### src/rtl/reg_write_arbiter.sv
// reg_write_arbiter: shares the LOAD/D port of a register bank between three
// write requesters (0 = ALU writeback, 1 = memory load, 2 = I/O) using a
// 3-way round-robin with registered outputs.
//
// Ports:
//   clk          - system clock, rising edge
//   clr          - synchronous active-high reset
//   req[2:0]     - write request, bit i from requester i
//   addr0..2     - target register per requester
//   data0..2     - write data per requester
//   gnt[2:0]     - one-hot grant pulse (registered)
//   load         - one-hot per-register LOAD to the bank (registered)
//   wr_data      - D input to the bank (registered, holds when idle)
//   busy         - any eligible request pending (combinational)
//   conflict_cnt - saturating count of edges with two or more eligible requests
//
// Optional build macro:
//   R0_PROTECT_EN - register 0 is hardwired zero; writes to it are granted
//                   but never raise load[0].
module reg_write_arbiter #(
    parameter int unsigned DATA_W   = 16,
    parameter int unsigned NUM_REGS = 8,
    parameter int unsigned ADDR_W   = 3,
    parameter int unsigned CNT_W    = 8
) (
    input  logic                clk,
    input  logic                clr,
    input  logic [2:0]          req,
    input  logic [ADDR_W-1:0]   addr0,
    input  logic [ADDR_W-1:0]   addr1,
    input  logic [ADDR_W-1:0]   addr2,
    input  logic [DATA_W-1:0]   data0,
    input  logic [DATA_W-1:0]   data1,
    input  logic [DATA_W-1:0]   data2,
    output logic [2:0]          gnt,
    output logic [NUM_REGS-1:0] load,
    output logic [DATA_W-1:0]   wr_data,
    output logic                busy,
    output logic [CNT_W-1:0]    conflict_cnt
);

    logic [1:0]          ptr_q, ptr_d;
    logic [2:0]          gnt_q, gnt_d;
    logic [NUM_REGS-1:0] load_q, load_d;
    logic [DATA_W-1:0]   wr_data_q, wr_data_d;
    logic [CNT_W-1:0]    cnt_q, cnt_d;

    logic [2:0]          elig;
    logic [1:0]          ord [3];
    logic                win_valid;
    logic [1:0]          win;
    logic [ADDR_W-1:0]   win_addr;
    logic [DATA_W-1:0]   win_data;
    logic                multi;

    // The requester granted last cycle is masked so it can advance its
    // req/addr/data before being considered again.
    assign elig = req & ~gnt_q;
    assign busy = |elig;
    assign multi = (elig[0] & elig[1]) | (elig[0] & elig[2]) | (elig[1] & elig[2]);

    always_comb begin
        // Search order starting at the priority pointer.
        ord[0] = 2'd0;
        ord[1] = 2'd1;
        ord[2] = 2'd2;
        case (ptr_q)
            2'd1: begin
                ord[0] = 2'd1;
                ord[1] = 2'd2;
                ord[2] = 2'd0;
            end
            2'd2: begin
                ord[0] = 2'd2;
                ord[1] = 2'd0;
                ord[2] = 2'd1;
            end
            default: ;
        endcase

        win_valid = 1'b0;
        win       = 2'd0;
        for (int k = 0; k < 3; k++) begin
            if (!win_valid && elig[ord[k]]) begin
                win_valid = 1'b1;
                win       = ord[k];
            end
        end
    end

    always_comb begin
        win_addr = addr0;
        win_data = data0;
        case (win)
            2'd1: begin
                win_addr = addr1;
                win_data = data1;
            end
            2'd2: begin
                win_addr = addr2;
                win_data = data2;
            end
            default: ;
        endcase
    end

    always_comb begin
        gnt_d     = 3'b000;
        load_d    = '0;
        wr_data_d = wr_data_q;
        ptr_d     = ptr_q;
        cnt_d     = cnt_q;

        if (win_valid) begin
            gnt_d[win] = 1'b1;
            wr_data_d  = win_data;
            ptr_d      = (win == 2'd2) ? 2'd0 : win + 2'd1;
            // Addresses at or beyond NUM_REGS match no bit: write dropped.
            for (int unsigned r = 0; r < NUM_REGS; r++) begin
                if (win_addr == ADDR_W'(r)) begin
                    load_d[r] = 1'b1;
                end
            end
`ifdef R0_PROTECT_EN
            load_d[0] = 1'b0;
`else
`endif
        end

        if (multi && (cnt_q != {CNT_W{1'b1}})) begin
            cnt_d = cnt_q + 1'b1;
        end
    end

    always_ff @(posedge clk) begin
        if (clr) begin
            ptr_q     <= 2'd0;
            gnt_q     <= 3'b000;
            load_q    <= '0;
            wr_data_q <= '0;
            cnt_q     <= '0;
        end else begin
            ptr_q     <= ptr_d;
            gnt_q     <= gnt_d;
            load_q    <= load_d;
            wr_data_q <= wr_data_d;
            cnt_q     <= cnt_d;
        end
    end

    assign gnt          = gnt_q;
    assign load         = load_q;
    assign wr_data      = wr_data_q;
    assign conflict_cnt = cnt_q;

endmodule

### config.mk
export PLATFORM = sky130hd
export DESIGN_NAME = reg_write_arbiter
export DESIGN_NICKNAME = d
export VERILOG_FILES = /design/src/rtl/reg_write_arbiter.sv
export SDC_FILE = /design/constraint.sdc
export NUM_CORES = 1
export LEC_CHECK = 0
export CAP_MARGIN = 25
export CORE_MARGIN = 2
export CORE_UTILIZATION = 37
export DETAILED_ROUTE_END_ITERATION = 10
export HOLD_SLACK_MARGIN = 0.05
export PLACE_DENSITY_LB_ADDON = 0.3
export SYNTH_ARGS = -nofsm -noshare
export SYNTH_HDL_FRONTEND = slang
export SYNTH_SLANG_ARGS = --single-unit
### constraint.sdc
create_clock -name clk -period 2.95 [get_ports clk]
set_clock_uncertainty 0.2 [all_clocks]
set_input_delay 0.7375 -clock clk [delete_from_list [all_inputs] [get_ports clk]]
set_output_delay 0.7375 -clock clk [all_outputs]
set_load 0.01 [all_outputs]
# == After elaboration in Yosys (flattened, before gate mapping) ==
# Cells that the tools add are included.
# op_classes
n_addsub,2
order_cmp,5
eq_ne,12
n_mux,26
n_bitwise,8
reduce_logical,9
# ops
operator,count
$pmux W16 S2,1
$mux W1,15
$eq A3 B3 Y1 const B,4
$lt A2 B3 Y1 const B,4
$pmux W6 S2,1
$add A8 B1 Y8 const B,1
$mux W2,4
$ne A8 B8 Y1 const B,1
$bmux W1 S2,3
$eq A3 B2 Y1 const B,2
$pmux W3 S2,1
$eq A2 B1 Y1 const B,2
$eq A2 B2 Y1 const B,2
$logic_and A1 B1 Y1,4
$and A1 B1 Y1,3
$and A3 B3 Y3,1
$eq A3 B1 Y1 const B,1
$logic_not A3 Y1,1
$not A3 Y3,1
$reduce_or A3 Y1,1
$add A2 B1 Y2 const B,1
$demux W1 S2,1
$ge A2 B1 Y1 const B,1
$logic_not A1 Y1,2
other kinds (3),4
# totals
register_bits,37
out_inout_bits,36

# == Logic depth before layout (Yosys ltp) ==
# logic_depth
word_depth,15
ltp_mapped,14
depth_no_buf,13

# == Worst setup path before layout ==
# Ideal clock, no wire load.
# synth_path
path_kind,input to register
startpoint,input port req[0]
endpoint,register load_q[4] (netlist: load[4])
setup_ns,0.078
arrival_ns,2.590
required_time_ns,2.672
path_slack_ns,0.082
stages,10
n_path_buf,1
cell_sequence,nand2b_4 > maj3_1 > o21a_1 > inv_1 > ha_1 > clkbuf_1 > a22oi_1 > o21a_1 > or3_1 > nor3_1
# synth_via
elab_chain_cells,14
# synth_rtl
element,line,rtl
start: declaration,28,"input logic [2:0] req,"
$and A3 B3 Y3 (*),58,assign elig = req & ~gnt_q;
$bmux W1 S2,84,if (!win_valid && elig[ord[k]]) begin
$mux W1 (implied by the code),84,
$mux W1,84,
$logic_not A1 Y1,84,
$logic_and A1 B1 Y1,84,
$mux W1,84,
$logic_not A1 Y1,84,
$logic_and A1 B1 Y1,84,
$mux W2,84,
$eq A2 B2 Y1 / $eq A2 B1 Y1 (equally long branches),94,case (win)
$pmux W3 S2,94,
$eq A3 B3 Y1,120,if (win_addr == ADDR_W'(r)) begin
$mux W1,120,
end signal: assignment,145,load_q <= load_d;
end: declaration,44,"logic [NUM_REGS-1:0] load_q, load_d;"
# Every way passes the cells marked *; elsewhere a longest branch is shown, timed or not. The select of a mux whose other input is x is not followed.
# A chain may end at the register's enable or synchronous reset.

# == Worst setup path in the final report ==
# layout_path
startpoint,input port req[1]
endpoint,output port busy
# layout_via
elab_chain_cells,2
# layout_rtl
element,line,rtl
$and A3 B3 Y3,58,
$reduce_or A3 Y1,59,assign busy = |elig;
end: declaration,38,"output logic busy,"
# No other way between the ends.

==> results <==
## what timing repair did
item | in CTS | in global routing
pin swaps | 2 | 0
gates resized for setup | 10 | 8
setup endpoints to repair | 25 | 17
endpoints found under the hold margin | 0 | 0
## registers in the layout, indices dropped and copies added, names as in the netlist
register / flops
load: 8
ptr_q: 2
gnt: 3
wr_data: 16
conflict_cnt: 8
## per-layer routing
metal / GRT usage, % / vias to the layer above
li1: - / 1126
met1: 21.8 / 973
met2: 31.0 / 74
met3: 5.57 / 5
met4: 5.26 / 0
met5: 0 / -
## stage by stage
stage,cell area [um^2],cells,power [uW],TNS [ps]
detailed placement,3210,425,2440,-10390
CTS,3380,433,3020,0
global placement,3210,425,2420,-9580
global route,3400,433,3260,-16.1
floorplan,2070,255,1690,0
finish,3400,433,3030,0
## cells in the mapped netlist, drive strengths merged
master   count
clkbuf      15
maj3         2
a31oi        1
nand3        7
and2         4
buf          4
nor3        12
a21oi       21
or3          3
nand2       14
o21a         6
dfxtp       37
xnor2        5
a22oi       19
a211o        1
or4         16
nand4        1
nand2b      19
o21ai       25
nor4b        1
nor2b        1
nor4         1
mux2         1
inv          4
nor3b        1
o2111ai      1
nor2        26
ha           7
## final cells by class
class | instances | area (um^2)
Clock buffer | 5 | 68.8
Clock inverter | 3 | 65.1
Fill cell | 479 | 2040
Inverter | 4 | 15.0
Multi-Input combinational cell | 195 | 1270
Sequential cell | 37 | 741
Tap cell | 72 | 90.1
Timing Repair Buffer | 117 | 1150
## kinds of logic (layout without fill, tap and decap cells)
logic type / count (synthesis) / in the layout / share of synthesized area [%]
AOI/OAI and AO/OA: 74 / 74 / 21.7
xor gates and xnor gates: 5 / 5 / 2.12
adders and majority gates: 9 / 9 / 5.27
buffers and inverters: 23 / 129 / 5.21
DFF: 37 / 37 / 35.9
muxes: 1 / 1 / 0.545
and+or+nand+nor: 106 / 106 / 29.3
## final timing paths
kind | from | to | slack, ps | cells past startpoint
hold / removal | wr_data[6] | wr_data[6] | 270 | 2
setup reg to reg | ptr_q[0] | load[4] | 220 | 11
hold reg to reg | wr_data[6] | wr_data[6] | 270 | 2
setup / recovery | req[1] | busy | 90 | 6
## power groups by stage
| stage | registers (uW) | clock network [uW] | logic [uW] |
|---|---|---|---|
| finish | 740 | 516 | 1780 |
| global route | 762 | 552 | 1950 |
| CTS | 742 | 525 | 1760 |
| detailed placement | 752 | 0 | 1690 |
| global placement | 750 | 0 | 1670 |
| floorplan | 816 | 0 | 877 |
## tightest hold or removal path, delay by kind of cell (launching register included)
family,cells,cell delay (ps)
AOI/OAI and AO/OA,1,50
and+or+nand+nor,1,60
DFF,1,310
==> flow_summary.rst <==
.. list-table::
   :header-rows: 1

   * - Metric
     - Value
   * - Max-cap violations
     - 0
   * - TritonCTS clock tree
     - yes
   * - Post-detailed-route via-to-cell ratio
     - 5.03
   * - Cell chain of the critical path
     - clkdlybuf4s50_1 > nand2b_4 > buf_4 > and2_4 > nand2_1 > dlygate4sd2_1
   * - Max VDD drop
     - around 0.52 mV
   * - Violation count after the first detailed-route iteration
     - 81
   * - Post-synth cell types
     - 39
   * - Detailed route wirelength on metal3
     - 430 um
   * - Initial antenna violation count
     - 0
   * - Combinational fraction of design power
     - 58.6%
   * - Number of H-tree branching levels
     - 2
   * - Required time worst endpoint
     - 2010 ps
   * - Outcome
     - finished clean
   * - # IOs
     - 98
   * - Clock share of power
     - 17.0%
   * - Buffers and inverters on the worst path
     - 3
   * - Sequential group share of total power
     - around 24%
   * - Most common cell after layout, fill and taps aside
     - clkdlybuf4s50_1
   * - Detailed Routing Iterations Pass 1
     - 4
   * - Antenna cell count
     - 0
   * - Switching share of total power
     - 37.3%
   * - Worst setup slack after placement
     - -465 ps
   * - Hold WC Path Type
     - reg2reg
   * - Part of the cycle the worst path needs
     - 97.0%
   * - Synthesized cell area
     - 2070 um^2
   * - Total clock buffers created by CTS
     - 5
   * - Area growth syn-to-layout
     - 64.6%
   * - Via count of the first global-routing pass
     - around 2,000
   * - Final Wtd Congestion
     - 0.773
   * - Unrepaired setup endpoints after global routing
     - yes
   * - Average detailed-routed wire length per instance
     - ~13 um
   * - Internal power
     - approximately 1900 uW
   * - Top sig layer
     - met4
   * - Number of clock sinks seen by CTS
     - 37
   * - Total number of nets in the final design
     - around 430
   * - Amount of wire on met2 after detailed routing
     - 2.66 mm
   * - Endpoint kind of the worst setup timing path
     - primary output
   * - Rows
     - 27
   * - DP Wirelength
     - approximately 4.2 mm
   * - P per Cell Area
     - 892 nW/um^2
   * - Yosys reg bits
     - 37
   * - Clock tree root buffer cell
     - clkbuf_8
   * - Max-slew violations
     - 0
   * - Via count of the routed design
     - approximately 2,200
   * - Critical Path Max Stage Delay
     - 510 ps
   * - Switching power total
     - 1130 uW
   * - Mapped Cells
     - 255
   * - Clock transition at the registers of the reported paths
     - ~80 ps
   * - Yosys top cell area share
     - 35.9%
   * - Top Family by Delay on Critical Path
     - buffers and inverters
   * - Yosys warning total
     - 0
   * - Share of synthesized area occupied by flip-flops and latches
     - 35.9%
   * - Port Buffer Count
     - 97
   * - Number of buffers inserted by post-CTS setup repair
     - 0
   * - Crit Path Max Fanout
     - 4
   * - Maximum number of pins on one net before global-route repair
     - 48
   * - Cts hold-fix bufs
     - 0
   * - Worst relative slew slack
     - 72.0%
   * - Slew at the pin closest to its max-slew limit
     - 418 ps
   * - Wire length of the first global-routing pass
     - roughly 9 mm
   * - Total Routed Length
     - around 5.6 mm
   * - Total count of hold-check failures in the final report
     - 0
   * - Post-synth net total
     - 324
   * - Overall die width
     - ~79 um
   * - Critical-path cell with the highest stage delay
     - clkdlybuf4s50_1
   * - Hold slack
     - 266 ps
   * - Layout cells sized above 1
     - about an eighth
   * - Leading cell types by total area after synthesis
     - dfxtp_1 (36%), a22oi_1 (6.9%), or4_1 (5.8%)
   * - Detailed-routing wirelength on met1
     - 2.51 mm
   * - Post-Route Utilization
     - 62.5%
   * - Most frequent cells in the layout
     - clkdlybuf4s50_1 (95), dfxtp_1 (37), nor2_1 (26)
   * - Final setup vio count
     - 0
   * - Die span in y
     - 78.7 um
   * - Leakage
     - 0.00121 uW
   * - Crit path arrival time
     - 1920 ps
   * - Full die area
     - 6200 um^2
   * - Core region area
     - 5440 um^2
   * - Per-instance average area after synthesis
     - a little over 8 um^2
   * - Peak clock frequency supported by timing
     - approximately 350 MHz
   * - Critical path type
     - in2out
   * - CTS Buffer Depth
     - 2
   * - Worst-case setup margin in the final layout
     - 87.7 ps
   * - Biggest area consumer among synthesized cells
     - dfxtp_1
   * - Minimum clock period after layout
     - between 2000 and 3000 ps
   * - Clock insertion delay at the later pin of the skew report
     - 290 ps
   * - CP startpoint kind
     - input pin
   * - Total grt overflow
     - 0
   * - Effective utilization at floorplan
     - 38.0%
   * - Number of remaining DRC errors
     - 0
   * - Number of antenna-violating nets in the routed design
     - 0
   * - GRT Util Overall
     - approximately 18%
Power figures use the tool's default switching activity.
